File: config.mk
export PLATFORM = sky130hd
export DESIGN_NAME = galapagos_packetizer
export DESIGN_NICKNAME = d
export VERILOG_FILES = /design/src/rtl/galapagos_packetizer.sv
export SDC_FILE = /design/constraint.sdc
export NUM_CORES = 1
export LEC_CHECK = 0
export CAP_MARGIN = 20
export CELL_PAD_IN_SITES_DETAIL_PLACEMENT = 1
export CELL_PAD_IN_SITES_GLOBAL_PLACEMENT = 2
export CORE_MARGIN = 1
export CORE_UTILIZATION = 36
export CTS_CLUSTER_SIZE = 16
export DETAILED_ROUTE_END_ITERATION = 12
export DONT_BUFFER_PORTS = 1
export MAX_ROUTING_LAYER = met4
export PLACE_DENSITY = 0.85
export SLEW_MARGIN = 15
export SYNTH_ARGS = -nofsm -noshare
export SYNTH_HDL_FRONTEND = slang
export SYNTH_SLANG_ARGS = --single-unit
File: constraint.sdc
create_clock -name i_clk -period 2.9 [get_ports i_clk]
set_clock_uncertainty 0.05 [all_clocks]
set_input_delay 0.29 -clock i_clk [delete_from_list [all_inputs] [get_ports i_clk]]
set_output_delay 0.29 -clock i_clk [all_outputs]
set_load 0.1 [all_outputs]
File: src/rtl/galapagos_packetizer.sv
// galapagos_packetizer
//
// Purpose:
//   Sits between the FINN accelerator output stream and the single-transfer
//   AXI-stream writer that feeds the Galapagos network port. Each wide input
//   word is split into BUS_WIDTH beats, least significant beat first. Every
//   WORDS_PER_PACKET input words form one Galapagos packet. The final beat of
//   that packet carries tlast.
//
//   The writer accepts a beat when o_enable && i_idle. Its idle flag is still
//   high in the acceptance cycle, so a one-cycle GAP follows every committed
//   beat. This stops the same beat from being offered twice.
//
// Ports:
//   i_clk       clock
//   i_reset     synchronous, active-high reset
//   i_s_tvalid  input stream valid
//   o_s_tready  input stream ready (high only while IDLE)
//   i_s_tdata   input word, IN_WIDTH bits
//   o_enable    beat request to the writer
//   i_idle      writer idle flag; a beat is taken when o_enable && i_idle
//   o_data      beat data, BUS_WIDTH bits
//   o_tkeep     beat byte enables, BUS_WIDTH/8 bits
//   o_tlast     last beat of the packet
//   o_busy      high whenever the block is not IDLE
module galapagos_packetizer #(
  parameter int BUS_WIDTH        = 64,
  parameter int IN_WIDTH         = 80,
  parameter int WORDS_PER_PACKET = 4
) (
  input  logic                   i_clk,
  input  logic                   i_reset,
  input  logic                   i_s_tvalid,
  output logic                   o_s_tready,
  input  logic [IN_WIDTH-1:0]    i_s_tdata,
  output logic                   o_enable,
  input  logic                   i_idle,
  output logic [BUS_WIDTH-1:0]   o_data,
  output logic [BUS_WIDTH/8-1:0] o_tkeep,
  output logic                   o_tlast,
  output logic                   o_busy
);

  // Derived geometry. The word register is padded up to a whole number of
  // beats so that the top beat can be sliced without running off the end.
  localparam int BEATS      = (IN_WIDTH + BUS_WIDTH - 1) / BUS_WIDTH;
  localparam int KEEP_W     = BUS_WIDTH / 8;
  localparam int LAST_BYTES = (IN_WIDTH / 8) - (BEATS - 1) * KEEP_W;
  localparam int WORD_W     = BEATS * BUS_WIDTH;
  localparam int IDX_W      = (BEATS > 1) ? $clog2(BEATS) : 1;
  localparam int CNT_W      = (WORDS_PER_PACKET > 1) ? $clog2(WORDS_PER_PACKET) : 1;

  localparam logic [IDX_W-1:0]  LAST_BEAT = IDX_W'(BEATS - 1);
  localparam logic [CNT_W-1:0]  LAST_WORD = CNT_W'(WORDS_PER_PACKET - 1);
  localparam logic [KEEP_W-1:0] FULL_KEEP = {KEEP_W{1'b1}};
  localparam logic [KEEP_W-1:0] LAST_KEEP = FULL_KEEP >> (KEEP_W - LAST_BYTES);

  localparam logic [1:0] ST_IDLE = 2'd0;
  localparam logic [1:0] ST_SEND = 2'd1;
  localparam logic [1:0] ST_GAP  = 2'd2;

  logic [1:0]        state_q,     state_d;
  logic [IDX_W-1:0]  beat_idx_q,  beat_idx_d;
  logic [CNT_W-1:0]  word_cnt_q,  word_cnt_d;
  logic [WORD_W-1:0] word_q,      word_d;
  logic              word_done_q, word_done_d;

  logic                 is_send;
  logic                 is_last_beat;
  logic                 is_last_word;
  logic [BUS_WIDTH-1:0] beat_data;

  assign is_send      = (state_q == ST_SEND);
  assign is_last_beat = (beat_idx_q == LAST_BEAT);
  assign is_last_word = (word_cnt_q == LAST_WORD);

  // Next-state logic.
  // A word is captured only in IDLE.
  // In SEND, nothing moves until the writer reports idle. The beat is then
  // committed and the block always passes through GAP.
  // word_done_q tells GAP whether the committed beat finished the word.
  // It is needed because beat_idx alone cannot tell "about to send the last
  // beat" apart from "just sent it".
  always_comb begin
    state_d     = state_q;
    beat_idx_d  = beat_idx_q;
    word_cnt_d  = word_cnt_q;
    word_d      = word_q;
    word_done_d = word_done_q;

    case (state_q)
      ST_IDLE: begin
        if (i_s_tvalid) begin
          word_d      = WORD_W'(i_s_tdata);
          beat_idx_d  = '0;
          word_done_d = 1'b0;
          state_d     = ST_SEND;
        end
      end

      ST_SEND: begin
        if (i_idle) begin
          state_d = ST_GAP;
          if (is_last_beat) begin
            word_done_d = 1'b1;
            word_cnt_d  = is_last_word ? '0 : word_cnt_q + 1'b1;
          end else begin
            beat_idx_d = beat_idx_q + 1'b1;
          end
        end
      end

      ST_GAP: begin
        state_d = word_done_q ? ST_IDLE : ST_SEND;
      end

      default: begin
        state_d = ST_IDLE;
      end
    endcase
  end

  // State registers. A reset mid-packet drops the partial word.
  // It also restarts packet counting, so the next accepted word is word 0
  // of a fresh packet.
  always_ff @(posedge i_clk) begin
    if (i_reset) begin
      state_q     <= ST_IDLE;
      beat_idx_q  <= '0;
      word_cnt_q  <= '0;
      word_q      <= '0;
      word_done_q <= 1'b0;
    end else begin
      state_q     <= state_d;
      beat_idx_q  <= beat_idx_d;
      word_cnt_q  <= word_cnt_d;
      word_q      <= word_d;
      word_done_q <= word_done_d;
    end
  end

  // Beat selection, LSB first. Bits above IN_WIDTH are the zero padding
  // loaded at capture time.
  assign beat_data = word_q[int'(beat_idx_q) * BUS_WIDTH +: BUS_WIDTH];

  // Output fields are decoded from registered state only, so they stay
  // stable for as long as the writer keeps i_idle low. They are forced to
  // zero outside SEND, which also gives the all-zero values after reset.
  assign o_s_tready = (state_q == ST_IDLE);
  assign o_enable   = is_send;
  assign o_busy     = (state_q != ST_IDLE);
  assign o_data     = is_send ? beat_data : '0;
  assign o_tkeep    = is_send ? (is_last_beat ? LAST_KEEP : FULL_KEEP) : '0;
  assign o_tlast    = is_send && is_last_beat && is_last_word;

endmodule

==> Yosys cells after proc, flatten, opt, wreduce, memory -nomap -nowiden <==
Cells that the tools add are included.
Widths: inputs -> output; s select.
{ "word_totals": {"rom_bits": 0, "ramBits": 0, "out_inout_bits": 76, "input_bits": 84, "memories": 0, "latch_bits": 0, "register_bits": 86, "elab_cells": 39} }
{ "op_classes": {"mux": 15, "add_sub_neg": 2, "n_lt_le_gt_ge": 0, "mul": 0, "reduce_logical": 10, "n_div": 0, "n_eq_ne": 6, "shift": 1, "bitwise_logic": 0} }
{ "op_table": {"columns": ["operator", "count"], "rows": [
  ["$shiftx 128x8->64", 1],
  ["$mux 64", 1],
  ["$mux 8", 2],
  ["$mux 1", 6],
  ["$mux 2", 3],
  ["$ne 2x2->1 const B", 3],
  ["$pmux 2 s3", 1],
  ["$reduce_and 3->1", 2],
  ["$eq 2x2->1 const B", 2],
  ["$pmux 1 s2", 2],
  ["$reduce_and 2->1", 2],
  ["$reduce_and 4->1", 1],
  ["$reduce_bool 2->1", 2],
  ["$add 2x1->2 const B", 1],
  ["$eq 2x1->1 const B", 1],
  ["$logic_and 1x1->1", 2],
  ["$logic_not 2->1", 1],
  ["$add 1x1->1 const B", 1]
]} }

==> Logic depth before layout (Yosys ltp) <==
Gate-level depths: netlist of run 1.
{ "depth": {"ltp_word": 4, "depth_mapped": 6, "ltp_nobuf": 4} }

==> Worst setup path after synthesis of run 1 <==
No wires, ideal clock.
{ "synth_path": {"kind": "register to output", "from": "reg state_q[0]", "to": "out o_busy", "n_path_buf": 0, "path_stages_with_launch": 3, "t_required_ns": 2.560, "slack_ns": -0.010, "t_arrival_ns": 2.570, "path_cell_list": "dfxtp_1 nor2_1 inv_1"} }
{ "synth_via": {"elab_chain_len": 1} }
{ "synth_lines": {"columns": ["element", "line", "rtl"], "rows": [
  ["start, declared", "62", "logic [1:0] state_q, state_d;"],
  ["start signal, assigned", "134", "state_q <= state_d;"],
  ["$reduce_bool 2->1", "151", "assign o_busy = (state_q != ST_IDLE);"],
  ["end, declared", "41", "output logic o_busy"]
]} }
No other way between the ends.

==> Worst setup path after layout of run 1 <==
{ "layout_path": {"from": "reg state_q[0]", "to": "out o_data[35]"} }
{ "layout_via": {"elab_chain_len": 2} }
{ "layout_lines": {"columns": ["element", "line", "rtl"], "rows": [
  ["$eq 2x1->1", "73", "assign is_send = (state_q == ST_SEND);"],
  ["$mux 64", "152", "assign o_data = is_send ? beat_data : '0;"],
  ["end, declared", "38", "output logic [BUS_WIDTH-1:0] o_data,"]
]} }
No other way between the ends.

==> run summary, run 1 <==
The flow ran to the end, and the final reports show no timing, DRC or antenna violations. The mapped cell area came out at 0.00370 mm^2. The wire length of the first global-routing pass came out at 15.3 mm. The half-perimeter wire length after placement came out at 6.91 mm.

After clock tree synthesis, the flow added hold-fix buffers numbering 2. The switching power summed over all nets came out at 968 uW. In the final routed layout, each cell accounts on average for 15.5 um. The cell sitting at the root of the clock tree is a sky130_fd_sc_hd__clkbuf_8.

The average instance in the mapped netlist occupies 7.79 um^2. The routed via count is 3245. The async set-or-reset flop fraction in the synthesized netlist came out at 0. The first-pass iteration count of the detailed router is 4.

The number of nets produced by synthesis came out at 560. At the end of routability-driven placement, the weighted congestion stood at 0.727. The worst-skew pair later-pin latency came out at 0.34 ns. The internal power consumption is 1.95 mW.

For this run, the total global-route usage over all layers was measured as 0.193. The share of total power in the clock network is 0.321. The overall die width came out at 103 um. Overall power consumption after layout is estimated at 2.92 mW. The longest clock path from root to sink contains 2 buffers. Of the synthesized area, sequential elements account for 0.465. The worst setup path is of the reg -> out kind. In the finished design, the share of the clock period the worst path needs comes to 0.851.

Yosys printed 0 warnings. The number of enable flip-flop cells after synthesis came out at 0. The shortest period the worst path allows is 2.47 ns.

The worst setup path is captured at a primary output. The number of antenna diodes in the final layout is 0. The utilization after layout is 0.518. The combinational group share of total power is 0.236. The pin count of the biggest net entering global routing is 87.

The power per standard cell area came out at 571 mW/mm^2. The post-synthesis instance total came out at 475. The die boundary height came out at 103 um. After clock tree synthesis, the repair step resized 0 gates. The standby leakage power came out at 1.98 nW. The count of fill cells added during filler insertion is 1159. The total overflow reported by the global router came out at 0. For the pin with the worst max-slew slack, the measured transition is 0.989 ns.

The worst hold path belongs to the class in -> reg. The total negative slack for setup checks came out at 0 ns. The final count of hold timing violations came out at 0. The fraction of power spent switching nets came out at 0.332. Measured against its own limit, the worst slew margin works out to 0.341.

The number of DRC markers in iteration 0 came out at 59. The worst setup path is launched from a flop. Pin placement for this block handled 160 I/O pins. For the worst setup path, the data required time is 2.56 ns. The number of buffers inserted during clock tree synthesis is 9. In this run, synthesis produced a sequential element count of 86.

The number of post-CTS setup repair buffers is 0. The via count of the first global-routing pass came to 3272. The number of nets in the layout is 607.

The count of buffers from port buffering came out at 0. After detailed routing, the number of remaining DRC violations is 0. For this configuration, the core starts out at a cell density of 0.375. The core outline area came out at 0.00986 mm^2. The synthesized netlist contains 23 unique library cells. The data arrival time of the worst path is 2.13 ns. The count of pins over their slew limit was 0. In this run the worst path has a maximum fanout of 27. The number of max-cap violations came out at 0.

The sequential group share of total power is 0.444. The area used by multi-input combinational logic came out at 0.00172 mm^2. The antenna violation net count after detailed routing came out at 0.

The overall routed net length is 10.2 mm. The detail-routed via count per cell is 4.92. The fmax came out at 0.405 GHz. In the final layout, flip-flops and latches occupy 0.00172 mm^2.

The setup slack of the most critical reg-to-reg path came out at 0.71 ns. The total number of placement rows is 36. The clock drives 86 sinks.

TritonCTS built the clock tree. The fraction of final layout cells with drive strength greater than 1 is 0.218. The die covers 0.0107 mm^2. The prevailing post-synth register cell is sky130_fd_sc_hd__dfxtp_1. The clock transition at the registers of the reported paths came out at 0.09 ns. The number of levels the H-tree was split into came out at 3. The worst voltage drop across the vdd grid is 0.000282 V. The total setup violations reported at the end of the flow is 0.

The layout overhead on the synthesized area is 38.2%. Setup repair after global routing left no endpoint under its margin. The initial antenna violation count came out at 0.
==> cell type report <==
type	instances	share of cell area
multi-input cells	342	0.337
flip-flops and latches	86	0.337
repair buffers	80	0.248
well taps	133	0.0325
clock buffers	11	0.0276
clock inverters	5	0.0161
inverters	3	0.00220
==> synthesized netlist by cell type, drive strengths merged (3+ instances only) <==
library cell,number,area share
nor2,20,0.022
a21oi,83,0.11
dfxtp,86,0.47
inv,3,0.0030
clkbuf,11,0.012
nand2,164,0.17
and2,48,0.081
mux2i,18,0.049
buf,33,0.067
==> per-layer routing <==
metal,routed length (um),global-route usage
met5,0,-
met3,601,0.0450
met1,4250,0.211
met2,5220,0.343
met4,129,0.0661
==> cell families after synthesis <==
group                      synth area share
adders and majority gates           0.00338
muxes                                0.0487
DFF                                   0.465
AOI/OAI and AO/OA                     0.114
buffers and inverters                0.0822
and+or+nand+nor                       0.286
==> stage by stage <==
step           setup WS, ns  instance area, um^2  hold slack (ns)  cells
6_report              0.433                 5110           0.0159    660
5_1_grt               0.269                 5110          0.00233    660
4_1_cts               0.386                 5090          0.00144    658
3_3_place_gp          0.870                 4830            0.320    640
3_5_place_dp          0.726                 4830            0.321    640
2_1_floorplan         0.341                 3700            0.376    475
==> sequential cells by signal (all words and copies together) (netlist names) <==
register     cells
word_q          80
state_q          2
word_cnt_q       2
beat_idx_q       1
word_done_q      1
==> power groups by stage <==
stage | Clock [mW] | Sequential, mW | Combinational [mW]
2_1_floorplan | 0 | 1.31 | 0.544
3_3_place_gp | 0 | 1.32 | 0.653
3_5_place_dp | 0 | 1.32 | 0.668
4_1_cts | 0.975 | 1.30 | 0.693
5_1_grt | 1.03 | 1.31 | 0.731
6_report | 0.936 | 1.29 | 0.688
==> worst paths after layout <==
path,startpoint,endpoint,depth (start not counted)
setup / recovery,state_q[0],o_data[35],5
hold / removal,i_s_tdata[42],word_q[42],2
setup reg to reg,state_q[0],beat_idx_q,6
hold reg to reg,word_q[20],word_q[20],2
==> layout by cell type (no fill, tap or decap), types with 2 or more instances in the layout <==
cell type	n
sky130_fd_sc_hd__nand2_1	164
sky130_fd_sc_hd__clkbuf_8	10
sky130_fd_sc_hd__dfxtp_1	86
sky130_fd_sc_hd__buf_4	25
sky130_fd_sc_hd__inv_1	2
sky130_fd_sc_hd__nor2_1	2
sky130_fd_sc_hd__mux2i_1	18
sky130_fd_sc_hd__dlygate4sd3_1	3
sky130_fd_sc_hd__clkinv_4	2
sky130_fd_sc_hd__nor2_2	17
sky130_fd_sc_hd__a21oi_1	83
sky130_fd_sc_hd__and2_1	48
sky130_fd_sc_hd__bufinv_16	2
sky130_fd_sc_hd__buf_12	51
==> worst max-delay path, stage by stage (launching register included) <==
cell	delay, ns
sky130_fd_sc_hd__dfxtp_1	0.51
sky130_fd_sc_hd__nand2b_1	0.17
sky130_fd_sc_hd__nor2_4	0.46
sky130_fd_sc_hd__buf_12	0.23
sky130_fd_sc_hd__and2_1	0.20
sky130_fd_sc_hd__buf_12	0.19
Power figures use the tool's default switching activity.
==> inputs of run 2 (changes only) <==
--- a/config.mk
+++ b/config.mk
@@ -5,16 +5,16 @@
 export SDC_FILE = /design/constraint.sdc
 export NUM_CORES = 1
 export LEC_CHECK = 0
+export BUFFER_PORTS_ARGS = -buffer_cell sky130_fd_sc_hd__buf_2
 export CAP_MARGIN = 20
 export CELL_PAD_IN_SITES_DETAIL_PLACEMENT = 1
 export CELL_PAD_IN_SITES_GLOBAL_PLACEMENT = 2
 export CORE_MARGIN = 1
-export CORE_UTILIZATION = 36
+export CORE_UTILIZATION = 27
 export CTS_CLUSTER_SIZE = 16
 export DETAILED_ROUTE_END_ITERATION = 12
-export DONT_BUFFER_PORTS = 1
 export MAX_ROUTING_LAYER = met4
-export PLACE_DENSITY = 0.85
+export PLACE_DENSITY = 0.86
 export SLEW_MARGIN = 15
 export SYNTH_ARGS = -nofsm -noshare
 export SYNTH_HDL_FRONTEND = slang
==> run 2 against run 1 <==
Clock power is 41% higher; fmax increased by 1.6%; combinational power up 8.3%; non-clock buffer count increased by 85; die area grew 33%; core utilization down 9.4 points; clock-buffer cell count unchanged; cell count up 19%; total power rose by 15%; critical path depth decreased by 1; wire length increased by 11%; critical endpoint is now o_data[15]; largest power group is now the clock network.
==> run summary, run 2 (synthesized netlist as in run 1, its figures left out) <==
The worst flop-to-flop path endpoint is word_q[50]. The half-perimeter wire length after placement is 8.00 mm. Grouping stages by cell kind, the critical path spends the most delay in buffers and inverters. The flow ran to the end, and the final reports show no timing, DRC or antenna violations. The sort of element at the end of the critical path is a primary output. For this design, the sink count on the clock tree is 86. The final count of hold timing violations is 0. The number of levels the H-tree was split into came out at 3.

The cell sitting at the root of the clock tree is a sky130_fd_sc_hd__clkbuf_16. Across the run, the number of max-cap violations was 0. Measured on the finished design, the core utilization comes to 0.424.

Setup repair after global routing left no endpoint under its margin. The worst-skew pair later-pin latency came out at 0.33 ns. In this run the horizontal extent of the chip is 119 um. TritonCTS built the clock tree.

Entering global routing, the biggest net connects 83 pins. The largest fanout of any net on the critical path came out at 14. The top cell types in the final layout, fill and taps aside, are 164 x sky130_fd_sc_hd__nand2_1, 105 x sky130_fd_sc_hd__buf_2, 86 x sky130_fd_sc_hd__dfxtp_1. The total overflow reported by the global router is 0.

The detail-routed via count per cell is 4.49. The worst pin sits at a relative slew slack of 0.315. The number of cells traversed by the worst hold path came out at 3. The flip-flop count of the largest register after layout is 80. The via count of the first global-routing pass is 3723. The core outline area is 0.0133 mm^2.

The total setup violations reported at the end of the flow came out at 0. The ratio of final minimum period to clock period came out at 0.837. The first-pass iteration count of the detailed router is 4. Counting cells, the worst reg-to-reg path comes to 3. The setup slack of the most critical reg-to-reg path came out at 1.03 ns.

The overall fraction of global-route tracks in use came out at 0.169. The number of antenna diodes is 0. The remaining design rule violation count came out at 0. The number of DRC markers in iteration 0 came out at 124. The wire length of the first global-routing pass is 18.4 mm. The antenna violation net count after detailed routing is 0. In this design, the stage delay of the slowest critical-path cell is 0.62 ns. The area used by multi-input combinational logic came out at 0.00168 mm^2. The critical path is of the reg -> out type. In this run the worst hold path is classified as in -> reg. The number of buffers inserted during clock tree synthesis came out at 9. The power consumption is 3.36 mW.

The effective utilization at floorplan is 0.278. The worst hold path begins at i_s_tdata[35]. Counting both buffers and inverters, the worst setup path holds a total of 2. The data arrival time of the worst path came out at 2.09 ns. Pin placement for this block handled 160 I/O pins. The total of cells resized after clock tree synthesis came out at 0. Timing would allow up to 0.412 GHz. For this design the ratio of total power to cell area is 597 mW/mm^2. For this block, the via count after detailed routing is 3533. The longest clock path from root to sink contains 2 buffers. The overall routed net length is 11.3 mm.

Adding up every negative setup slack in the final design gives 0 ns. The count of fill cells added during filler insertion came out at 1564. The count of pins over their slew limit is 0.

The register with the most flip-flops in the final layout is word_q. The final weighted congestion in routability-driven placement came out at 0.769. The fraction of final layout cells with drive strength greater than 1 is 0.303. The initial antenna violation count came out at 0. In this run the post-CTS setup repair buffer count came out at 0. The die is 119 um tall. The overall die area came out at 0.0142 mm^2. The path with the worst hold slack has its endpoint at word_q[35]. In the final routed layout, each cell accounts on average for 14.3 um. The kind of launch point of the worst setup path is a flop.

The shortest period the worst path allows is 2.43 ns. In this run the critical register-to-register path is launched from state_q[0]. The count of hold-fix buffers inserted at cts came out at 0. The cell with the largest stage delay on the worst path is sky130_fd_sc_hd__dfxtp_1.

The total number of placement rows came out at 42. The library cell used most frequently in the layout, excluding fill and tap cells, is sky130_fd_sc_hd__nand2_1. At the end of the flow, the number of nets in the layout was 692.

The worst voltage drop across the vdd grid is 0.000336 V. The largest registers in the layout are word_q: 80 flops, state_q: 2 flops, word_cnt_q: 2 flops. The signal on the critical path passes through buf_4, mux2i_1, nor2_1, buf_2. The transition time at the pin with the least slew margin came out at 1.03 ns. The standby leakage power came out at 2.39 nW. The count of buffers added on input and output ports is 159. The layout overhead on the synthesized area came out at 52.4%.

Across the whole layout, storage elements account for 0.00172 mm^2. STA puts the critical path data required time at 2.56 ns. The clock transition at the registers of the reported paths came out at 0.06 ns.
-- run 2: cell types whose count changed in the layout (fill, tap and decap cells not counted) --
cell                            before  now
sky130_fd_sc_hd__buf_2               0  105
sky130_fd_sc_hd__buf_4              25    5
sky130_fd_sc_hd__nor2_1              2   18
sky130_fd_sc_hd__nor2_2             17    1
sky130_fd_sc_hd__clkbuf_16           0    9
sky130_fd_sc_hd__clkbuf_8           10    1
sky130_fd_sc_hd__buf_12             51   55
sky130_fd_sc_hd__dlygate4sd3_1       3    0
sky130_fd_sc_hd__clkinv_4            2    0
sky130_fd_sc_hd__buf_16              1    0
sky130_fd_sc_hd__bufinv_16           2    3
sky130_fd_sc_hd__inv_1               2    3
sky130_fd_sc_hd__inv_2               1    0
-- run 2: worst reg2reg max path, delay by kind of cell (launching register included) --
| family | cells | cell delay (ns) |
|---|---|---|
| AOI/OAI and AO/OA | 1 | 0.20 |
| DFF | 1 | 0.49 |
| and+or+nand+nor | 2 | 1.05 |
-- run 2: area by class of cell --
type	count	area share
clock inverter	4	0.0169
inverter	3	0.00200
tap	176	0.0391
sequential	86	0.305
clock buffer	11	0.0430
multi-input combinational	342	0.299
timing repair buffer	165	0.295
-- run 2: routing by layer --
layer	part of all wire	GRT usage	wire [um]	vias up
met5	0	-	0	-
met4	0.0085	0.0498	96	0
met3	0.054	0.0393	608	12
met2	0.50	0.289	5680	114
met1	0.43	0.196	4900	1641
li1	-	-	-	1766
-- run 2: power breakdown --
group / total (mW) / switching [mW] / internal, mW
sequential: 1.30 / 0.0421 / 1.26
combinational: 0.745 / 0.516 / 0.230
clock: 1.32 / 0.461 / 0.860
total: 3.36 / 1.02 / 2.35
-- run 2: metrics by stage --
stage / hold slack (ns) / instances / worst slack (ns) / instance area (um^2)
after floorplan: 0.376 / 475 / 0.341 / 3700
after global placement: 0.387 / 772 / 0.832 / 5300
after detailed placement: 0.395 / 772 / 0.830 / 5300
after CTS: 0.128 / 787 / 0.452 / 5640
after global routing: 0.135 / 787 / 0.355 / 5640
final: 0.140 / 787 / 0.473 / 5640
-- run 2: worst max-delay path by stage --
stage / cells after the start / slack, ns / start / end
after floorplan: 4 / 0.34 / state_q[0] / o_tlast
after global placement: 4 / 0.83 / beat_idx_q / o_data[15]
after detailed placement: 4 / 0.83 / beat_idx_q / o_data[15]
after CTS: 4 / 0.45 / beat_idx_q / o_data[15]
after global routing: 6 / 0.36 / state_q[0] / o_data[60]
final: 4 / 0.47 / beat_idx_q / o_data[15]
==> inputs of run 3 (changes only) <==
--- a/config.mk
+++ b/config.mk
@@ -10,11 +10,11 @@
 export CELL_PAD_IN_SITES_DETAIL_PLACEMENT = 1
 export CELL_PAD_IN_SITES_GLOBAL_PLACEMENT = 2
 export CORE_MARGIN = 1
-export CORE_UTILIZATION = 27
+export CORE_UTILIZATION = 25
 export CTS_CLUSTER_SIZE = 16
 export DETAILED_ROUTE_END_ITERATION = 12
 export MAX_ROUTING_LAYER = met4
-export PLACE_DENSITY = 0.86
+export PLACE_DENSITY = 0.8
 export SLEW_MARGIN = 15
 export SYNTH_ARGS = -nofsm -noshare
 export SYNTH_HDL_FRONTEND = slang
==> constraint.sdc (replaced) <==
create_clock -name i_clk -period 2.5 [get_ports i_clk]
set_clock_uncertainty 0.05 [all_clocks]
set_input_delay 0.25 -clock i_clk [delete_from_list [all_inputs] [get_ports i_clk]]
set_output_delay 0.25 -clock i_clk [all_outputs]
set_load 0.1 [all_outputs]
==> run 3 against run 2 <==
Non-clock buffer count increased by 1; wire length decreased by 5.6%; sequential share of layout area fell by 0.26 points; clock power increased by 12%; die area grew 7.9%; first-iteration DRC count down 23%; sequential power increased by 15%; register-to-register slack worse by 0.37 ns; total power grew 15%; clock-buffer cell count unchanged; combinational power grew 17%; critical path type unchanged; largest cell class unchanged.
==> run summary, run 3 (synthesized netlist as in run 1, its figures left out) <==
At the end of routability-driven placement, the weighted congestion stood at 0.761. The share of total power in the clock network came out at 0.385. For the worst flop-to-flop path, the logic depth is 3. The internal power consumption came out at 2.66 mW.

The worst hold margin is 0.0901 ns. In the final layout, the share of cells above drive strength 1 is 0.308. The relative slew slack is 0.333.

The fmax came out at 0.462 GHz. The power consumption came out at 3.85 mW. The number of max-cap violations is 0. The endpoint required time on the critical path is 2.20 ns. The transition time at the pin with the least slew margin is 1.00 ns. The largest registers in the layout are word_q: 80 flops, state_q: 2 flops, word_cnt_q: 2 flops. In the finished design, the share of the clock period the worst path needs comes to 0.865. The power per standard cell area came out at 678 mW/mm^2. Dividing the detail-routed wire length by the instance count gives 13.3 um. The data arrival time of the worst path came out at 1.86 ns.

The combinational group share of total power came out at 0.226. Across all register-to-register paths, the minimum setup slack is 0.66 ns. The boundary pin count came out at 160.

The count of fill cells added during filler insertion came out at 1734. The final cell count without fillers is 799. From left edge to right edge, the die measures 124 um. The largest fanout of any net on the critical path is 17. The total negative slack for setup checks is 0 ns. The overall die area is 0.0153 mm^2. The switching power summed over all nets came out at 1.20 mW. The routed via count is 3513. The number of nets in the layout is 693. The count of pins over their slew limit came out at 0. The worst path in the final design needs a cycle of 2.16 ns, including I/O delays and setup.

The worst register-to-register path begins at state_q[0]. The wire length of the first global-routing pass is 17.0 mm. The die boundary height came out at 124 um.

The sort of element at the end of the critical path is a primary output. The clock passes through at most 2 buffers. By startpoint and endpoint, the worst setup path is classified as reg -> out. The count of buffers from port buffering came out at 159. The first-pass iteration count of the detailed router came out at 4.

The total overflow reported by the global router came out at 0. The half-perimeter wire length after placement is 7.53 mm. The H-tree generated during clock tree synthesis spans 3 levels. The worst hold path begins at i_s_tdata[9]. TritonCTS built the clock tree. Row generation in the floorplan step produced 44 rows. The antenna violation net count after detailed routing came out at 0. The worst setup path is launched from a flop. The register with the most flip-flops in the final layout is word_q.

Post-CTS timing repair inserted 0 buffers for setup. The fraction of power spent switching nets came out at 0.311. For this run, the total global-route usage over all layers was measured as 0.150. The post-place setup slack is 0.616 ns. The detail-routed via count per cell came out at 4.40. The number of cells traversed by the worst hold path is 3.

The initial antenna violation count came out at 0. The number of clock buffers added by TritonCTS is 9. The count of hold-fix buffers inserted at cts came out at 0.

The worst flop-to-flop path endpoint is word_q[21]. The worst voltage drop across the vdd grid is 0.000318 V. The overall routed net length is 10.7 mm.

The flow ran to the end, and the final reports show no timing, DRC or antenna violations. Leaving out fill and tap cells, the most frequent cell in the layout is sky130_fd_sc_hd__nand2_1. Setup repair after global routing left no endpoint under its margin. The layout overhead on the synthesized area is 53.7%.

The clock drives 86 sinks. The worst hold path terminates at word_q[9]. The cell sitting at the root of the clock tree is a sky130_fd_sc_hd__clkbuf_16.

The top cell types in the final layout, fill and taps aside, are 164 x sky130_fd_sc_hd__nand2_1, 104 x sky130_fd_sc_hd__buf_2, 86 x sky130_fd_sc_hd__dfxtp_1. The standby leakage power is 2.39 nW. The pin count of the biggest net entering global routing is 83. The via count of the first global-routing pass is 3599. After the first detailed-routing iteration, the DRC count stood at 96. The total setup violations reported at the end of the flow came out at 0.

The final count of hold timing violations is 0. The effective utilization at floorplan is 0.256. The sequential group share of total power is 0.389. The path class of the tightest hold or removal check is in -> reg. The total of cells resized after clock tree synthesis is 0.

The core region is 0.0145 mm^2. Once placement completed, the tool counted placed cells totaling 781. The flip-flop count of the largest register after layout is 80. After detailed routing, the number of remaining DRC violations is 0.

The worst setup margin is 0.337 ns. The worst-skew pair later-pin latency is 0.34 ns. After clock tree synthesis, the clock-pin slew on the worst setup and hold paths is 0.07 ns.
run 3: cell types whose count changed in the layout (fill, tap and decap cells not counted), sizes merged:
cell / previous run / this run
buf: 165 / 166
clkinvlp: 0 / 1
bufinv: 3 / 2
clkinv: 1 / 2
diode: 0 / 2
run 3: power groups by stage:
stage	registers (mW)	logic, mW	clock network [mW]
global placement	1.53	0.870	0
global route	1.51	0.935	1.59
finish	1.50	0.870	1.48
CTS	1.50	0.885	1.53
detailed placement	1.53	0.884	0
floorplan	1.52	0.632	0
run 3: area by class of cell:
cell class                      instances  area, um^2  share of cell area
Antenna cell                            2        5.00            0.000880
Clock buffer                           11         253              0.0444
Clock inverter                          5        81.3              0.0143
Inverter                                3        11.3             0.00198
Multi-Input combinational cell        342        1690               0.296
Sequential cell                        86        1720               0.303
Tap cell                              184         230              0.0405
Timing Repair Buffer                  166        1700               0.299
run 3: worst max path at each step:
stage               start         end  slack [ns]  depth (start not counted)
2_1_floorplan  beat_idx_q  o_data[10]        0.06                          4
3_3_place_gp   state_q[1]     o_tlast        0.77                          5
3_5_place_dp   state_q[0]  word_q[21]        0.62                          3
4_1_cts        state_q[1]     o_tlast        0.32                          5
5_1_grt        state_q[0]  o_tkeep[0]        0.22                          4
6_report       state_q[0]    o_enable        0.34                          4
run 3: per-stage QoR:
stage               area, um^2   util
floorplan                 3700      -
global placement          5350  0.369
detailed placement        5350  0.369
CTS                       5680  0.392
global route              5680  0.392
finish                    5690  0.393
run 3: critical path: stages (launching register included):
cell                       delay (ns)
sky130_fd_sc_hd__dfxtp_1         0.50
sky130_fd_sc_hd__nand2b_1        0.16
sky130_fd_sc_hd__buf_4           0.23
sky130_fd_sc_hd__inv_1           0.16
sky130_fd_sc_hd__buf_2           0.45
run 3: layer usage:
metal	part of all wire	vias up	GRT usage	routed length, um
met5	0	-	-	0
met4	0.017	0	0.0670	182
met3	0.059	12	0.0343	625
met2	0.47	106	0.244	5050
met1	0.45	1621	0.175	4800
li1	-	1774	-	-
